### src/rtl/adc_spi_reader.sv
// ---------------------------------------------------------------------------
// adc_spi_reader
//   SPI master for a 12-bit, 8-channel serial ADC (ADC128S022-style framing).
//   A free-running sample timer starts one conversion every SAMPLE_DIV clocks.
//   Each conversion is a 16-bit SCLK frame. The frame sends the channel address
//   and reads back a 12-bit sample, which is then published on d_signal.
//
//   Optional feature macro: ADC_AVG_EN
//     defined   : d_signal is the mean of the last 4 raw samples
//                 (14-bit sum, truncating >>2)
//     undefined : d_signal is the raw sample
//
// Ports
//   clk          in   1   system clock
//   rst          in   1   synchronous, active-high reset
//   adc_cs_n     out  1   ADC chip select, active low
//   adc_sclk     out  1   SPI clock, idles high, registered
//   adc_din      out  1   MOSI (ADD2..ADD0 during bits 3..5, else 0)
//   adc_dout     in   1   MISO from ADC
//   d_signal     out  12  last published sample, unsigned, held between strobes
//   sample_valid out  1   1-cycle strobe, high in the cycle d_signal updates
//   busy         out  1   high while adc_cs_n is low
//
// Handshake: sample_valid is a valid-only strobe with no ready. A consumer must
// take d_signal in the strobe cycle or later; the value holds until the next
// strobe.
// ---------------------------------------------------------------------------
module adc_spi_reader #(
    parameter int         CLK_HZ    = 25000000,
    parameter int         SCLK_HZ   = 3125000,
    parameter int         SAMPLE_HZ = 100000,
    parameter logic [2:0] CHANNEL   = 3'd0
) (
    input  logic        clk,
    input  logic        rst,
    output logic        adc_cs_n,
    output logic        adc_sclk,
    output logic        adc_din,
    input  logic        adc_dout,
    output logic [11:0] d_signal,
    output logic        sample_valid,
    output logic        busy
);

    localparam int HALF_RAW   = CLK_HZ / (2 * SCLK_HZ);
    localparam int HALF       = (HALF_RAW < 1) ? 1 : HALF_RAW;
    localparam int SAMPLE_DIV = CLK_HZ / SAMPLE_HZ;
    localparam int PH_W       = (HALF > 1) ? $clog2(HALF) : 1;
    localparam int TM_W       = (SAMPLE_DIV > 1) ? $clog2(SAMPLE_DIV) : 1;

    localparam logic [PH_W-1:0] PH_LAST = PH_W'(HALF - 1);
    localparam logic [TM_W-1:0] TM_LAST = TM_W'(SAMPLE_DIV - 1);

    typedef enum logic [1:0] {
        ST_IDLE  = 2'd0,
        ST_SETUP = 2'd1,
        ST_SHIFT = 2'd2,
        ST_DONE  = 2'd3
    } state_t;

    state_t r_state;
    state_t w_next_state;

    logic [TM_W-1:0] r_timer;
    logic [PH_W-1:0] r_phase_cnt;
    // SHIFT has 32 half-periods. Even index = low phase and odd index = high
    // phase of bit (index/2 + 1).
    logic [4:0]      r_phase_idx;

    logic            r_cs_n;
    logic            r_sclk;
    logic            r_din;
    logic [11:0]     r_shift;
    logic [11:0]     r_d_signal;
    logic            r_valid;

    logic            w_trigger;
    logic            w_phase_end;
    logic            w_last_phase;
    logic            w_start;
    logic            w_sclk_fall;
    logic            w_sclk_rise;
    logic            w_capture;
    logic            w_publish;
    logic [4:0]      w_fall_bit;
    logic            w_din_next;
    logic [11:0]     w_sample_out;

    // ---------------- sample timer ----------------
    always_ff @(posedge clk) begin
        if (rst) begin
            r_timer <= '0;
        end else if (r_timer == TM_LAST) begin
            r_timer <= '0;
        end else begin
            r_timer <= r_timer + 1'b1;
        end
    end

    assign w_trigger    = (r_timer == '0);
    assign w_phase_end  = (r_phase_cnt == PH_LAST);
    assign w_last_phase = (r_phase_idx == 5'd31);

    // ---------------- FSM: state register ----------------
    always_ff @(posedge clk) begin
        if (rst) begin
            r_state <= ST_IDLE;
        end else begin
            r_state <= w_next_state;
        end
    end

    // ---------------- FSM: next state ----------------
    always_comb begin
        w_next_state = r_state;
        case (r_state)
            ST_IDLE:  if (w_trigger) w_next_state = ST_SETUP;
            ST_SETUP: if (w_phase_end) w_next_state = ST_SHIFT;
            ST_SHIFT: if (w_phase_end && w_last_phase) w_next_state = ST_DONE;
            ST_DONE:  w_next_state = ST_IDLE;
            default:  w_next_state = ST_IDLE;
        endcase
    end

    // ---------------- FSM: output decode ----------------
    // The strobes below act on the clock edge that leaves the current phase.
    // All pins are therefore registered, and they change exactly on phase
    // boundaries.
    always_comb begin
        w_start     = 1'b0;
        w_sclk_fall = 1'b0;
        w_sclk_rise = 1'b0;
        w_capture   = 1'b0;
        w_publish   = 1'b0;
        w_fall_bit  = 5'd0;
        case (r_state)
            ST_IDLE: begin
                w_start = w_trigger;
            end
            ST_SETUP: begin
                w_sclk_fall = w_phase_end;
                w_fall_bit  = 5'd1;
            end
            ST_SHIFT: begin
                // Falling edge k+1 follows the high phase of bit k. The last
                // high phase ends the frame instead of falling again.
                w_sclk_fall = w_phase_end && r_phase_idx[0] && !w_last_phase;
                w_fall_bit  = {1'b0, r_phase_idx[4:1]} + 5'd2;
                w_sclk_rise = w_phase_end && !r_phase_idx[0];
                // Bits 1..4 are leading zeros; capture only bits 5..16.
                w_capture   = w_sclk_rise && (r_phase_idx[4:1] >= 4'd4);
                w_publish   = w_phase_end && w_last_phase;
            end
            default: begin
            end
        endcase
    end

    always_comb begin
        w_din_next = 1'b0;
        case (w_fall_bit)
            5'd3:    w_din_next = CHANNEL[2];
            5'd4:    w_din_next = CHANNEL[1];
            5'd5:    w_din_next = CHANNEL[0];
            default: w_din_next = 1'b0;
        endcase
    end

    // ---------------- phase counters ----------------
    always_ff @(posedge clk) begin
        if (rst) begin
            r_phase_cnt <= '0;
            r_phase_idx <= '0;
        end else if (r_state == ST_SETUP || r_state == ST_SHIFT) begin
            if (w_phase_end) begin
                r_phase_cnt <= '0;
                r_phase_idx <= (r_state == ST_SHIFT) ? r_phase_idx + 5'd1 : 5'd0;
            end else begin
                r_phase_cnt <= r_phase_cnt + 1'b1;
            end
        end else begin
            r_phase_cnt <= '0;
            r_phase_idx <= '0;
        end
    end

    // ---------------- pins and data path ----------------
    always_ff @(posedge clk) begin
        if (rst) begin
            r_cs_n     <= 1'b1;
            r_sclk     <= 1'b1;
            r_din      <= 1'b0;
            r_shift    <= '0;
            r_d_signal <= '0;
            r_valid    <= 1'b0;
        end else begin
            r_valid <= w_publish;
            if (w_start) begin
                r_cs_n <= 1'b0;
            end else if (w_publish) begin
                r_cs_n <= 1'b1;
            end
            if (w_sclk_fall) begin
                r_sclk <= 1'b0;
                r_din  <= w_din_next;
            end else if (w_sclk_rise) begin
                r_sclk <= 1'b1;
            end
            // adc_dout is sampled on the edge that raises SCLK. The ADC drove
            // it a full low phase earlier.
            if (w_capture) begin
                r_shift <= {r_shift[10:0], adc_dout};
            end
            // The result is loaded on the edge that enters DONE. d_signal and
            // sample_valid therefore appear together in the DONE cycle, which
            // is also the first cycle with cs_n high again.
            if (w_publish) begin
                r_d_signal <= w_sample_out;
            end
        end
    end

`ifdef ADC_AVG_EN
    // r_hist0 is the newest stored sample. The incoming r_shift is the fourth
    // term of the average.
    logic [11:0] r_hist0;
    logic [11:0] r_hist1;
    logic [11:0] r_hist2;
    logic [13:0] w_sum;

    assign w_sum = {2'b00, r_shift} + {2'b00, r_hist0}
                 + {2'b00, r_hist1} + {2'b00, r_hist2};
    assign w_sample_out = w_sum[13:2];

    always_ff @(posedge clk) begin
        if (rst) begin
            r_hist0 <= '0;
            r_hist1 <= '0;
            r_hist2 <= '0;
        end else if (w_publish) begin
            r_hist2 <= r_hist1;
            r_hist1 <= r_hist0;
            r_hist0 <= r_shift;
        end
    end
`else
    assign w_sample_out = r_shift;
`endif

    assign adc_cs_n     = r_cs_n;
    assign adc_sclk     = r_sclk;
    assign adc_din      = r_din;
    assign d_signal     = r_d_signal;
    assign sample_valid = r_valid;
    assign busy         = ~r_cs_n;

endmodule

### config.mk
export PLATFORM = sky130hd
export DESIGN_NAME = adc_spi_reader
export DESIGN_NICKNAME = d
export VERILOG_FILES = /design/src/rtl/adc_spi_reader.sv
export SDC_FILE = /design/constraint.sdc
export NUM_CORES = 1
export LEC_CHECK = 0
export CAP_MARGIN = 30
export CORE_ASPECT_RATIO = 1.2
export CORE_UTILIZATION = 40
export DETAILED_ROUTE_END_ITERATION = 8
export PLACE_DENSITY_LB_ADDON = 0.15
export SLEW_MARGIN = 15
export SYNTH_ARGS = -nofsm -noshare
export SYNTH_HDL_FRONTEND = slang
export SYNTH_SLANG_ARGS = --single-unit
### constraint.sdc
create_clock -name clk -period 2.6 [get_ports clk]
set_clock_uncertainty 0.2 [all_clocks]
set_input_delay 0.39 -clock clk [delete_from_list [all_inputs] [get_ports clk]]
set_output_delay 0.39 -clock clk [all_outputs]
set_load 0.02 [all_outputs]
==> run_results.csv, run 1 <==
group,metric,value,unit
drt,drc,0,
place,post-place-ws,0.562,ns
finish,synthToLayoutAreaGrowth,17.1,%
clock_network,ctsHoldBuffers,0,
logic_synthesis,synth_top_family_by_area,"simple AND/OR/NAND/NOR gates",
logic_synthesis,synth-main-ff-cell,"dfxtp_1",
worst_setup_path,criticalPathCategory,"flip-flop to flip-flop",
drt,ant_nets,0,
logic_synthesis,synth_xor_area_frac,0.0141,
finish,stdcell_count,283,
logic_synthesis,synth-warning-count,0,
timing,max_freq,493,MHz
logic_synthesis,synth_compound_area_frac,0.0921,
clock_network,cts_max_level,2,
finish,n_antenna_cell,0,
logic_synthesis,synth_nets,221,
power,swShare,0.262,
clock_network,cts_tree,"done",
power,switchingPower,387,uW
logic_synthesis,synth-edff-count,0,
outcome,status,"finished, final reports clean",
finish,drive_gt1_frac,0.0661,
power,p_int,1.09,mW
die,die_h,76.7,um
clock_network,path_clk_slew,0.08,ns
place,dpl_cell_area,2070,sq um
worst_setup_path,worstPathMaxFanout,8,
die,core,4360,sq um
timing,finalMaxSlewViolations,0,
logic_synthesis,ys_seq_area_frac,0.473,
run,drv_cap,0,
logic_synthesis,ys_ff_latch,44,
power,power.total,1.48,mW
die,die_w,64.3,um
worst_hold_path,hold_path_class,"flip-flop to flip-flop",
power,pwr-share-clk,0.344,
place,gp_congestion,0.811,
timing,whs,0.228,ns
power,vdd_drop_max,0.000401,V
worst_setup_path,worstSetupStartpointType,"flip-flop",
worst_setup_path,cp_data_arrival_time,2.00,ns
timing,rsz0062_at_grt,"no",
logic_synthesis,synth-simple-area-share,0.219,
place,dpl.cell_count,275,
die,die-area,4930,sq um
timing,tns,0,ns
logic_synthesis,syn_area,1860,sq um
power,power.leakage,0.793,nW
timing,setup_viol,0,
finish,final_area,2180,sq um
drt,routedWlPerCell,11.7,um
clock_network,cts_resized,0,
global_route,grt_pass1_vias,1266,
timing,hold_viol,0,
drt,drt_iter0_markers,43,
die,pin_count,20,
global_route,overflow,0,
worst_setup_path,cp-end-kind,"flip-flop",
worst_setup_path,crit_chain,"ha_1 -> and3_1 -> ha_1 -> nand3_1 -> buf_4 -> nand2_1 -> a21oi_1",
global_route,grt_max_degree,35,
logic_synthesis,synthMuxAreaShare,0.0753,
logic_synthesis,yosys.area_share.adder,0.0672,
place,dp_hpwl,2250,um
drt,dr.pass1.iters,4,
die,initial_core_util,0.427,
logic_synthesis,synth_cells,208,
finish,final_core_util,0.500,
place,port_buffers,18,
clock_network,cts_buffers,5,
timing,layout_setup_ws,0.572,ns
timing,min_period,2.03,ns
logic_synthesis,postSynthAreaPerCell,8.94,sq um
clock_network,clockBufferDepth,2,
finish,final_common_cell,"dfxtp_1",
die,rows,26,
drt,via_count,1390,
logic_synthesis,async_flop_share,0,
global_route,antenna_found_initial,0,
clock_network,root_buffer,"clkbuf_8",
logic_synthesis,yosys.cell_types.count,34,
worst_setup_path,slowest_delay,0.46,ns
worst_setup_path,worstPathRequired,2.57,ns
worst_setup_path,cp_slowest_cell,"dfxtp_1",
worst_setup_path,critPathMostFrequentCell,"ha_1",
finish,most-common-layout-cells,"dfxtp_1, nand2_1, nor2_1, a21oi_1, clkdlybuf4s50_1",
drt,routed_wl,3310,um
drt,vias_per_cell,4.91,
global_route,grt_pass1_wl,5710,um
clock_network,cts_setup_buffers,0,
global_route,grtUsageTotal,0.148,
power,p_per_area,678,nW/um^2
finish,nNetsFinal,239,
clock_network,worstSkewPairLatency,0.29,ns
timing,min_period_over_period,0.780,
power,pwr-share-seq,0.492,
clock_network,cts.sinks,44,
power,combPwrFrac,0.164,
logic make-up after synthesis:
logic type | count (synthesis)
simple gates | 83
flops | 44
compound gates | 32
buf+inv | 21
mux | 14
fa+ha+maj | 10
xor+xnor | 3
other cells | 1
synth_stat cells, drive strengths merged (4+ instances only):
cell type | n | share of area
nand2 | 30 | 0.065
nor3 | 5 | 0.020
nor2 | 25 | 0.050
mux2i | 14 | 0.075
ha | 10 | 0.067
buf | 5 | 0.025
o21ai | 4 | 0.011
inv | 10 | 0.020
clkbuf | 6 | 0.012
dfxtp | 44 | 0.47
nand2b | 4 | 0.013
nand3 | 6 | 0.016
a21oi | 23 | 0.062
worst paths after layout:
check	to	slack (ns)	cells past startpoint	from
setup / recovery	d_signal[3]$_SDFFE_PP0P_	0.57	7	r_phase_idx[0]$_SDFFE_PP0N_
hold / removal	r_phase_cnt[0]$_SDFF_PP0_	0.23	1	r_phase_cnt[0]$_SDFF_PP0_
setup reg to reg	d_signal[3]$_SDFFE_PP0P_	0.57	7	r_phase_idx[0]$_SDFFE_PP0N_
hold reg to reg	r_phase_cnt[0]$_SDFF_PP0_	0.23	1	r_phase_cnt[0]$_SDFF_PP0_
cell type report:
cell class,instances,area [sq um]
inverter,10,37.5
fill,431,2180
timing repair buffer,22,210
clock inverter,2,35.0
tap,56,70.1
clock buffer,6,72.6
sequential,44,881
multi-input combinational,143,873
flip-flops by register name, indices dropped and copies added, names as in the netlist:
signal and flops:
r_shift 12, r_phase_cnt 2, adc_cs_n 1, r_state 2, d_signal 12, sample_valid 1
adc_sclk 1, r_timer 8, r_phase_idx 5
worst max-delay path: cells and delay by family, from the launching register on:
family / cells / cell delay, ns
AOI/OAI and AO/OA: 1 / 0.07
adders and majority gates: 2 / 0.41
buffers and inverters: 1 / 0.27
DFF: 1 / 0.46
and+or+nand+nor: 3 / 0.49
power by group through the flow:
stage | Sequential (mW) | Clock [mW] | Combinational (mW)
3_5_place_dp | 0.744 | 0 | 0.244
5_1_grt | 0.733 | 0.552 | 0.276
4_1_cts | 0.729 | 0.531 | 0.245
3_3_place_gp | 0.744 | 0 | 0.242
6_report | 0.728 | 0.508 | 0.242
2_1_floorplan | 0.744 | 0 | 0.189
layer usage:
metal / global-route usage / wire, um / vias to the layer above / share of wire
li1: - / - / 726 / -
met1: 0.189 / 1600 / 636 / 0.48
met2: 0.235 / 1520 / 22 / 0.46
met3: 0.0342 / 117 / 6 / 0.035
met4: 0.0667 / 63 / 0 / 0.019
met5: 0 / 0 / - / 0
No activity file was read; power rests on OpenSTA's default activity.
==> inputs of run 2 (changes only) <==
clock period = 1.9 ns   (was 2.6 ns; I/O delays follow)
==> run 2 against run 1 <==
Global-route usage rose by 0.22 points; sequential share of layout area fell by 1.2 points; sequential cell count unchanged; non-clock buffer count grew 5; total power increased by 39%; first-iteration DRC count rose by 16%; clock power rose by 36%; final area is 3.0% higher; critical endpoint is now busy; largest cell class unchanged.
==> run_results.csv, run 2 (same netlist as run 1, synthesis figures left out) <==
group,metric,value,unit
outcome,status,"finished, final reports clean",
worst_setup_path,worstSetupStartpointType,"flip-flop",
worst_setup_path,worstPathRequired,1.41,ns
worst_setup_path,criticalPathCategory,"flip-flop to primary output",
die,die-area,4930,sq um
drt,dr.pass1.iters,4,
place,dpl_cell_area,2130,sq um
drt,drc,0,
drt,via_count,1398,
clock_network,cts_buffers,5,
place,post-place-ws,0.138,ns
finish,synthToLayoutAreaGrowth,20.7,%
clock_network,root_buffer,"clkbuf_8",
die,core,4360,sq um
timing,min_period,1.77,ns
finish,nNetsFinal,244,
die,rows,26,
worst_setup_path,worstPathMaxFanout,2,
power,power.total,2.06,mW
global_route,overflow,0,
drt,routedWlPerCell,11.7,um
run,drv_cap,0,
clock_network,worstSkewPairLatency,0.29,ns
timing,tns,0,ns
power,power.leakage,0.825,nW
die,die_w,64.3,um
drt,vias_per_cell,4.85,
timing,min_period_over_period,0.933,
place,gp_congestion,0.827,
drt,drt_iter0_markers,50,
global_route,grtUsageTotal,0.150,
timing,finalMaxSlewViolations,0,
place,port_buffers,18,
clock_network,clockBufferDepth,2,
place,dp_hpwl,2310,um
finish,n_antenna_cell,0,
timing,layout_setup_ws,0.127,ns
timing,setup_viol,0,
die,die_h,76.7,um
die,pin_count,20,
clock_network,cts.sinks,44,
power,vdd_drop_max,0.000767,V
clock_network,cts_setup_buffers,0,
worst_setup_path,cp-end-kind,"primary output",
clock_network,ctsHoldBuffers,0,
drt,ant_nets,0,
global_route,grt_pass1_wl,5770,um
finish,final_area,2250,sq um
drt,routed_wl,3370,um
clock_network,path_clk_slew,0.08,ns
power,p_per_area,916,nW/um^2
finish,drive_gt1_frac,0.0905,
global_route,grt_pass1_vias,1315,
worst_hold_path,hold_path_class,"flip-flop to flip-flop",
clock_network,cts_max_level,2,
finish,most-common-layout-cells,"dfxtp_1, nand2_1, nor2_1, a21oi_1, clkdlybuf4s50_1",
timing,hold_viol,0,
global_route,antenna_found_initial,0,
die,initial_core_util,0.427,
timing,rsz0062_at_grt,"no",
worst_setup_path,cp_data_arrival_time,1.29,ns
finish,final_common_cell,"dfxtp_1",
clock_network,cts_tree,"done",
timing,max_freq,564,MHz
clock_network,cts_resized,0,
global_route,grt_max_degree,35,
## run 2: area by class of cell
type / instances / area, sq um
clock inverter: 2 / 35.0
inverter: 10 / 37.5
multi-input combinational: 143 / 877
sequential: 44 / 881
tap: 56 / 70.1
fill: 435 / 2110
timing repair buffer: 27 / 273
clock buffer: 6 / 72.6
## run 2: worst paths after layout
check	depth (start not counted)	startpoint	endpoint	slack (ns)
worst max-delay path	2	adc_cs_n$_SDFFE_PP1P_	busy	0.13
worst min-delay path	1	r_phase_cnt[0]$_SDFF_PP0_	r_phase_cnt[0]$_SDFF_PP0_	0.23
worst max register to register	7	r_state[0]$_SDFFE_PP0P_	r_shift[8]$_SDFFE_PP0P_	0.13
worst min register to register	1	r_phase_cnt[0]$_SDFF_PP0_	r_phase_cnt[0]$_SDFF_PP0_	0.23
## run 2: stage by stage
step	std cells	hold WS (ns)	utilization
CTS	288	0.232	0.514
detailed placement	280	0.221	0.490
floorplan	208	0.204	-
global placement	280	0.215	0.490
finish	288	0.231	0.515
global route	288	0.236	0.515
## run 2: power breakdown
group / internal [mW] / total, mW / switching (mW)
combinational: 0.164 / 0.368 / 0.204
sequential: 0.965 / 0.996 / 0.0310
clock: 0.390 / 0.693 / 0.303
## run 2: worst max-delay path, stage by stage (launching register included)
cell and delay [ns]:
dfxtp_1 0.32, inv_1 0.08, clkdlybuf4s50_1 0.61
## run 2: layer usage
metal / up-vias / global-route usage / routed length (um)
li1: 733 / - / -
met1: 641 / 0.180 / 1670
met2: 18 / 0.244 / 1530
met3: 6 / 0.0446 / 108
met4: 0 / 0.0667 / 61
met5: - / 0 / 0
==> inputs of run 3 (changes only) <==
GPL_TIMING_DRIVEN = 1   (was not set)
==> results of run 3 <==
No change in the layout: final DEF, timing and power equal those of run 2.
